[src/rtl/servo_sweep_pkg.sv]
// Shared definitions for the servo sweep generator: FSM state encodings and the
// frame-length calculation that the pwm integration must also use.
package servo_sweep_pkg;

    typedef enum logic [2:0] {
        ST_IDLE     = 3'd0,
        ST_RAMP_UP  = 3'd1,
        ST_DWELL_HI = 3'd2,
        ST_RAMP_DN  = 3'd3,
        ST_DWELL_LO = 3'd4
    } sweep_state_t;

    // 64-bit intermediate: 20000 us * 12 MHz overflows a 32-bit product.
    function automatic int period_ticks(input int clk_freq_hz, input int pwm_period_us);
        longint prod;
        prod = longint'(pwm_period_us) * longint'(clk_freq_hz);
        return int'(prod / 64'sd1000000);
    endfunction

endpackage

[src/rtl/servo_sweep_frame_timer.sv]
// Free-running frame counter with a registered end-of-frame pulse; the pulse is
// high in the cycle the counter sits at its last value.
module frame_timer
    import servo_sweep_pkg::*;
#(
    parameter int CLK_FREQ_HZ   = 12000000,
    parameter int PWM_PERIOD_US = 20000
) (
    input  logic clk,
    input  logic rst,
    output logic frame_tick
);

    localparam int P_TICKS = period_ticks(CLK_FREQ_HZ, PWM_PERIOD_US);
    localparam int CW      = (P_TICKS > 1) ? $clog2(P_TICKS) : 1;
    localparam logic [CW-1:0] LAST = CW'(P_TICKS - 1);

    logic [CW-1:0] cnt_q, cnt_d;
    logic          tick_q, tick_d;

    always_comb begin
        cnt_d  = (cnt_q == LAST) ? '0 : cnt_q + CW'(1);
        // Look ahead one count so the pulse lines up with the counter, not after it.
        tick_d = (cnt_d == LAST);
    end

    always_ff @(posedge clk) begin
        if (rst) begin
            cnt_q  <= '0;
            tick_q <= 1'b0;
        end else begin
            cnt_q  <= cnt_d;
            tick_q <= tick_d;
        end
    end

    assign frame_tick = tick_q;

endmodule

[src/rtl/servo_sweep.sv]
// Triangular duty sweep (min -> max -> min) for a servo pwm channel, updated once per frame.
// Optional macro SWEEP_HOLD_EN adds a 'hold' input that freezes the sweep.
module servo_sweep
    import servo_sweep_pkg::*;
#(
    parameter int CLK_FREQ_HZ   = 12000000,
    parameter int PWM_PERIOD_US = 20000,
    parameter int DUTY_RES_BITS = 8,
    parameter int DWELL_BITS    = 8
) (
    input  logic                     clk,
    input  logic                     rst,
    input  logic                     start,
    input  logic                     stop,
`ifdef SWEEP_HOLD_EN
    input  logic                     hold,
`endif
    input  logic [DUTY_RES_BITS-1:0] min_duty,
    input  logic [DUTY_RES_BITS-1:0] max_duty,
    input  logic [DUTY_RES_BITS-1:0] step,
    input  logic [DWELL_BITS-1:0]    dwell,
    output logic [DUTY_RES_BITS-1:0] duty,
    output logic                     enable,
    output logic                     busy,
    output logic                     frame_tick
);

    localparam int DW = DUTY_RES_BITS;

    sweep_state_t      state_q, state_d;
    logic [DW-1:0]     duty_q, duty_d;
    logic [DWELL_BITS-1:0] dwell_cnt_q, dwell_cnt_d;
    logic [DW-1:0]     lo_q, lo_d, hi_q, hi_d, stp_q, stp_d;
    logic [DWELL_BITS-1:0] dwell_q, dwell_d;
    logic              tick;
    logic              frozen;
    logic [DW:0]       up_sum, dn_lim;

    frame_timer #(
        .CLK_FREQ_HZ  (CLK_FREQ_HZ),
        .PWM_PERIOD_US(PWM_PERIOD_US)
    ) u_frame_timer (
        .clk       (clk),
        .rst       (rst),
        .frame_tick(tick)
    );

`ifdef SWEEP_HOLD_EN
    assign frozen = hold;
`else
    assign frozen = 1'b0;
`endif

    // One extra bit so the limit tests can neither wrap nor underflow.
    assign up_sum = {1'b0, duty_q} + {1'b0, stp_q};
    assign dn_lim = {1'b0, lo_q} + {1'b0, stp_q};

    always_comb begin
        state_d     = state_q;
        duty_d      = duty_q;
        dwell_cnt_d = dwell_cnt_q;
        lo_d        = lo_q;
        hi_d        = hi_q;
        stp_d       = stp_q;
        dwell_d     = dwell_q;

        if (stop && state_q != ST_IDLE) begin
            state_d = ST_IDLE;
        end else begin
            unique case (state_q)
                ST_IDLE: begin
                    if (start && !stop) begin
                        lo_d        = min_duty;
                        hi_d        = (max_duty > min_duty) ? max_duty : min_duty;
                        stp_d       = (step == '0) ? DW'(1) : step;
                        dwell_d     = dwell;
                        duty_d      = min_duty;
                        dwell_cnt_d = '0;
                        state_d     = ST_RAMP_UP;
                    end
                end
                ST_RAMP_UP: begin
                    if (tick && !frozen) begin
                        if (up_sum >= {1'b0, hi_q}) begin
                            duty_d  = hi_q;
                            state_d = (dwell_q == '0) ? ST_RAMP_DN : ST_DWELL_HI;
                        end else begin
                            duty_d = up_sum[DW-1:0];
                        end
                    end
                end
                ST_RAMP_DN: begin
                    if (tick && !frozen) begin
                        if ({1'b0, duty_q} <= dn_lim) begin
                            duty_d  = lo_q;
                            state_d = (dwell_q == '0) ? ST_RAMP_UP : ST_DWELL_LO;
                        end else begin
                            duty_d = duty_q - stp_q;
                        end
                    end
                end
                ST_DWELL_HI, ST_DWELL_LO: begin
                    if (tick && !frozen) begin
                        if (dwell_cnt_q == dwell_q - DWELL_BITS'(1)) begin
                            dwell_cnt_d = '0;
                            state_d     = (state_q == ST_DWELL_HI) ? ST_RAMP_DN : ST_RAMP_UP;
                        end else begin
                            dwell_cnt_d = dwell_cnt_q + DWELL_BITS'(1);
                        end
                    end
                end
                default: state_d = ST_IDLE;
            endcase
        end
    end

    always_ff @(posedge clk) begin
        if (rst) begin
            state_q     <= ST_IDLE;
            duty_q      <= '0;
            dwell_cnt_q <= '0;
        end else begin
            state_q     <= state_d;
            duty_q      <= duty_d;
            dwell_cnt_q <= dwell_cnt_d;
        end
    end

    // Sweep limits are only meaningful while busy, so they carry no reset.
    always_ff @(posedge clk) begin
        lo_q    <= lo_d;
        hi_q    <= hi_d;
        stp_q   <= stp_d;
        dwell_q <= dwell_d;
    end

    assign duty       = duty_q;
    assign enable     = (state_q != ST_IDLE);
    assign busy       = (state_q != ST_IDLE);
    assign frame_tick = tick;

endmodule

[config.mk]
export PLATFORM = sky130hd
export DESIGN_NAME = servo_sweep
export DESIGN_NICKNAME = d
export VERILOG_FILES = /design/src/rtl/servo_sweep_pkg.sv /design/src/rtl/servo_sweep_frame_timer.sv /design/src/rtl/servo_sweep.sv
export SDC_FILE = /design/constraint.sdc
export NUM_CORES = 1
export LEC_CHECK = 0
export ABC_AREA = 1
export ABC_CLOCK_PERIOD_IN_PS = 6740
export CORE_MARGIN = 2
export CORE_UTILIZATION = 55
export CTS_CLUSTER_DIAMETER = 50
export DETAILED_ROUTE_END_ITERATION = 8
export PLACE_DENSITY_LB_ADDON = 0.1
export SLEW_MARGIN = 0
export SYNTH_ARGS = -nofsm -noshare
export SYNTH_HDL_FRONTEND = slang
export SYNTH_SLANG_ARGS = --single-unit
[constraint.sdc]
create_clock -name clk -period 6.74 [get_ports clk]
set_clock_uncertainty 0.2 [all_clocks]
set_input_delay 0.674 -clock clk [delete_from_list [all_inputs] [get_ports clk]]
set_output_delay 0.674 -clock clk [all_outputs]
set_load 0.01 [all_outputs]
# After elaboration in Yosys (flattened, before gate mapping)
# Cells that the tools add are included.
[totals] register_bits=70
[classes] n_reduce_logical=15 addsub=6 bitwise_logic=1 eq_ne=14 muxes=23 magnitude_cmp=3
[ops] operator="$mux W8" count=9
[ops] operator="$eq A18 B18 Y1 const B" count=2
[ops] operator="$mux W3" count=8
[ops] operator="$pmux W8 S3" count=1
[ops] operator="$add A18 B1 Y18 const B" count=1
[ops] operator="$add A8 B8 Y9" count=2
[ops] operator="$mux W18" count=1
[ops] operator="$logic_not A8 Y1" count=2
[ops] operator="$pmux W8 S2" count=1
[ops] operator="$pmux W3 S4" count=1
[ops] operator="$ge A9 B8 Y1" count=1
[ops] operator="$le A8 B9 Y1" count=1
[ops] operator="$add A8 B1 Y8 const B" count=1
[ops] operator="$eq A8 B8 Y1" count=1
[ops] operator="$gt A8 B8 Y1" count=1
[ops] operator="$ne A2 B2 Y1 const B" count=4
[ops] operator="$sub A8 B1 Y8 const B" count=1
[ops] operator="$sub A8 B8 Y8" count=1
[ops] operator="$reduce_and A7 Y1" count=1
[ops] operator="$eq A3 B2 Y1 const B" count=2
[ops] operator="$ne A2 B1 Y1 const B" count=3
[ops] operator="$reduce_bool A3 Y1" count=2
[ops] operator="$reduce_and A5 Y1" count=1
[ops] operator="$reduce_and A4 Y1" count=1
[ops] operator="11 further kinds" count=13

# Logic depth before layout (Yosys ltp)
[depth] depth_word=5 mapped_depth=23 ltp_nobuf=22

# Hierarchy
# Synthesis repeated with hierarchy kept, for this count alone.
[unflattened] cells_unflattened=799 area_unflattened_um2=5537.8
[by_module_without_submodules] module="servo_sweep" area_per_inst_um2=4349.2 instances=1 cells_each=594
[by_module_without_submodules] module="frame_timer" area_per_inst_um2=1188.6 instances=1 cells_each=205

# Worst setup path after synthesis
# OpenSTA, ideal clock, no wires.
[synth_path] kind="input -> register" start="in start" end="reg dwell_q[0], enable pin" slack_ns=3.116 arrival_time_ns=2.963 cell_stages=2 setup_ns=0.461 path_cell_list="inv_1 > nor3_1"
[synth_between] elab_chain_cells=2
[synth_rtl] element="start: declaration" line="servo_sweep.sv:13" rtl="input logic start,"
[synth_rtl] element="$logic_and A1 B1 Y1" line="servo_sweep.sv:72" rtl="if (start && !stop) begin"
[synth_rtl] element="$reduce_and A3 Y1 (no source line)"
[synth_rtl] element="end signal: assignment" line="servo_sweep.sv:134" rtl="dwell_q <= dwell_d;"
[synth_rtl] element="end: declaration" line="servo_sweep.sv:34" rtl="logic [DWELL_BITS-1:0] dwell_q, dwell_d;"
# Every way passes these cells.
# A chain may end at the register's enable or synchronous reset.

# Worst setup path after layout
[layout_path] start="reg stp_q[0]" end="reg duty_q[3], in the netlist duty[3]"
[layout_between] elab_chain_cells=5 word_cells_on_any_way=10 classes_between="add/sub (3); order compare (2); mux (5)"
[layout_rtl] element="start: declaration" line="servo_sweep.sv:33" rtl="logic [DW-1:0] lo_q, lo_d, hi_q, hi_d, stp_q, stp_d;"
[layout_rtl] element="start signal: assignment" line="servo_sweep.sv:133" rtl="stp_q <= stp_d;"
[layout_rtl] element="$add A8 B8 Y9, on equally long branches" line="servo_sweep.sv:56, servo_sweep.sv:55"
[layout_rtl] element="$le A8 B9 Y1 or $ge A9 B8 Y1 (tied branches)" line="servo_sweep.sv:94, servo_sweep.sv:84"
[layout_rtl] element="$mux W8, on equally long branches" line="servo_sweep.sv:94, servo_sweep.sv:84"
[layout_rtl] element="$mux W8, on equally long branches" line="servo_sweep.sv:93, servo_sweep.sv:83"
[layout_rtl] element="$pmux W8 S3 (*)" line="servo_sweep.sv:70" rtl="unique case (state_q)"
[layout_rtl] element="end signal: assignment" line="servo_sweep.sv:124" rtl="duty_q <= duty_d;"
[layout_rtl] element="end: declaration" line="servo_sweep.sv:31" rtl="logic [DW-1:0] duty_q, duty_d;"
# Every way passes the cells marked *; elsewhere a longest branch is shown, timed or not. The select of a mux whose other input is x is not followed.

==> results.toml <==
[drt]
num_vias = 4576
ant_nets = 0
drt_first_pass_iters = 4
wl_um = 11600
first_iter_violations = 207
drc = 0
wl_per_cell_um = 13.6
vias_per_cell = 5.33

[global_routing]
grt_usage_pct = 24.0
grt_first_pass_wirelength_um = 19400
grt_pass1_vias = 4363
grt_max_degree = 18
overflow = 0
antenna_found_initial = 0

[critical_path]
cp_slowest_cell = "edfxtp_1"
startpoint_type = "flop"
path_class = "reg2reg"
cp_data_arrival_time_ns = 3.69
cp_max_fo = 11
crit_required_ns = 6.81
cp_cell_sequence = "ha_1, fa_1, nand3_1, nand2_1, nand2_1, nand2_1, xor2_1, inv_1, ha_1, nand2_1, inv_1, nand3_1, nor3_1, nor2_1, nand3_2, inv_1, nand2_1, nand3_1, nand2_1, inv_1, a21oi_1"
path_buf_inv = 4
crit_top_cell = "nand2_1"
rr_worst_depth = 21
cp_slowest_stage_delay_ns = 0.43
path_depth = 21
cp-end-kind = "flop"
path_delay_family = "simple AND/OR/NAND/NOR gates"

[layout]
final_common_cell = "nand2_1"
antenna_cells = 0
drive_above_1_share_pct = 5.76
final_cells = 858
syn2layout_area_growth_pct = 14.3
mostFrequentLayoutCells = "139 x nand2_1, 103 x inv_1, 100 x nor2_1"
final_cell_area_mm2 = 0.00588
fill_cells = 847
num-nets-final = 831

[sta]
fin_hold_ws_ns = 0.286
period_share_pct = 53.7
slew_headroom_pct = 31.9
max_freq_mhz = 277
min_period_ns = 3.62
hold_viol = 0
setup_tns_ns = 0
final-max-slew-violation-count = 0
setup_violations = 0
rsz0062_at_grt = "false"
tightest_slew_ns = 1.01

[pwr]
power.total_uw = 1820
ir_drop_mv = 0.145
p_per_area_mw_per_mm2 = 310
cellLeakagePower_uw = 0.00272

[synthesis]
synth.avg_cell_area_um2 = 7.36
ys_ff_latch = 70
synth_top_area_share_pct = 18.7
yosysWarnings = 0
synth.distinct_cells = 42
synthCells = 699
synth_xor_xnor_area_share_pct = 6.64
synth_flop_cell = "dfxtp_1"
synth_area_leader_cell = "edfxtp_1"
synth_edf_count = 32
synth_nets = 788
synth_fa_ha_area_share_pct = 13.3
synth_area_mm2 = 0.00514
synth.area.mux_share_pct = 0
synthArstFlopShare_pct = 0
synth_top_family_by_area = "simple AND/OR/NAND/NOR gates"
yosys-top-cells-area = "edfxtp_1 19%, dfxtp_1 15%, ha_1 12%"
synth_simple_gate_area_share_pct = 27.8
synth-compound-area-share_pct = 9.34
synth-seq-area-share_pct = 33.5

[placed_design]
hpwl_um = 9330
gp_congestion = 1.02
io_buffer_count = 46
place_area_mm2 = 0.00568
dp.cells = 842

[die]
die_x_um = 101
fp.dieArea_mm2 = 0.0101
coreArea_mm2 = 0.00915
io_pins = 47
die_h_um = 101
initial_core_util_pct = 56.2
rows = 35

[run]
maxCapViolCount = 0

[clock_network]
hold_buffers = 0
cts-resized-gates = 0
cts_tree = "built"
cts.sinks = 70
cts_root_buffer = "clkbuf_8"
cts_htree_levels = 3
clk_pin_slew_worst_paths_ns = 0.08
post-cts-setup-buffers = 0
clockBufferDepth = 2
clk_latency_ns = 0.35
cts_made_buffers = 9

[status]
status = "finished, final reports clean"

[worst_hold_path]
hold_path_depth = 1
hold_class = "reg2reg"
sequential cells by signal, summed over array words and instances (netlist names):
name                      cells
stp_q                         8
dwell_cnt_q                   8
state_q                       3
dwell_q                       8
u_frame_timer.cnt_q          18
lo_q                          8
u_frame_timer.frame_tick      1
duty                          8
hi_q                          8
kinds of logic after synthesis:
group,Yosys count
AOI/OAI and AO/OA,86
xor gates and xnor gates,39
adders and majority gates,53
buffers and inverters,123
DFF,70
and+or+nand+nor,328
per-stage QoR:
step / setup WS [ns] / utilization [%]
detailed placement: 3.18 / 62.1
floorplan: 3.12 / -
CTS: 3.16 / 64.2
global route: 2.91 / 64.2
global placement: 3.23 / 62.1
finish: 3.12 / 64.2
power by group:
group | total, µW | switching, µW | internal, µW
clock network | 341 | 180 | 161
registers | 566 | 60.6 | 505
logic | 914 | 569 | 345
total | 1820 | 809 | 1010
layer usage:
layer | global-route usage, % | part of all wire, % | up-vias | wire length, µm
li1 | - | - | 2345 | -
met1 | 30.0 | 44 | 2099 | 5160
met2 | 42.4 | 49 | 108 | 5690
met3 | 2.77 | 4.0 | 24 | 467
met4 | 8.64 | 2.7 | 0 | 320
met5 | 0 | 0 | - | 0
cells in the mapped netlist (2+ instances only):
| library cell | instances |
|---|---|
| nand4_1 | 12 |
| buf_2 | 4 |
| nor3_1 | 8 |
| o21ai_0 | 24 |
| nand3_2 | 4 |
| a21oi_1 | 42 |
| edfxtp_1 | 32 |
| inv_1 | 103 |
| nor2_4 | 2 |
| nor4_1 | 4 |
| o21bai_1 | 3 |
| inv_2 | 3 |
| o21ai_1 | 4 |
| buf_4 | 3 |
| nor2_1 | 100 |
| xnor2_1 | 9 |
| fa_1 | 3 |
| a31oi_1 | 2 |
| nor2_2 | 6 |
| a21o_1 | 4 |
| nand3_1 | 45 |
| dfxtp_1 | 38 |
| clkbuf_1 | 8 |
| nand2_2 | 2 |
| xor2_1 | 30 |
| nand2_1 | 139 |
| ha_1 | 50 |
path summary, 6_finish.rpt:
check                                             from                     end  slack, ns
worst max-delay path                          stp_q[0]                 duty[3]       3.12
worst min-delay path            u_frame_timer.cnt_q[0]  u_frame_timer.cnt_q[0]       0.29
worst min register to register  u_frame_timer.cnt_q[0]  u_frame_timer.cnt_q[0]       0.29
worst max register to register                stp_q[0]                 duty[3]       3.12
layout make-up:
class / count / area [µm²] / area share, %
clock buffer: 10 / 149 / 2.53
clock inverter: 6 / 51.3 / 0.873
multi-input combinational: 506 / 2940 / 50.0
timing repair buffer: 48 / 475 / 8.09
sequential: 70 / 1720 / 29.3
tap: 111 / 139 / 2.36
inverter: 107 / 402 / 6.83
Power figures use the tool's default switching activity.
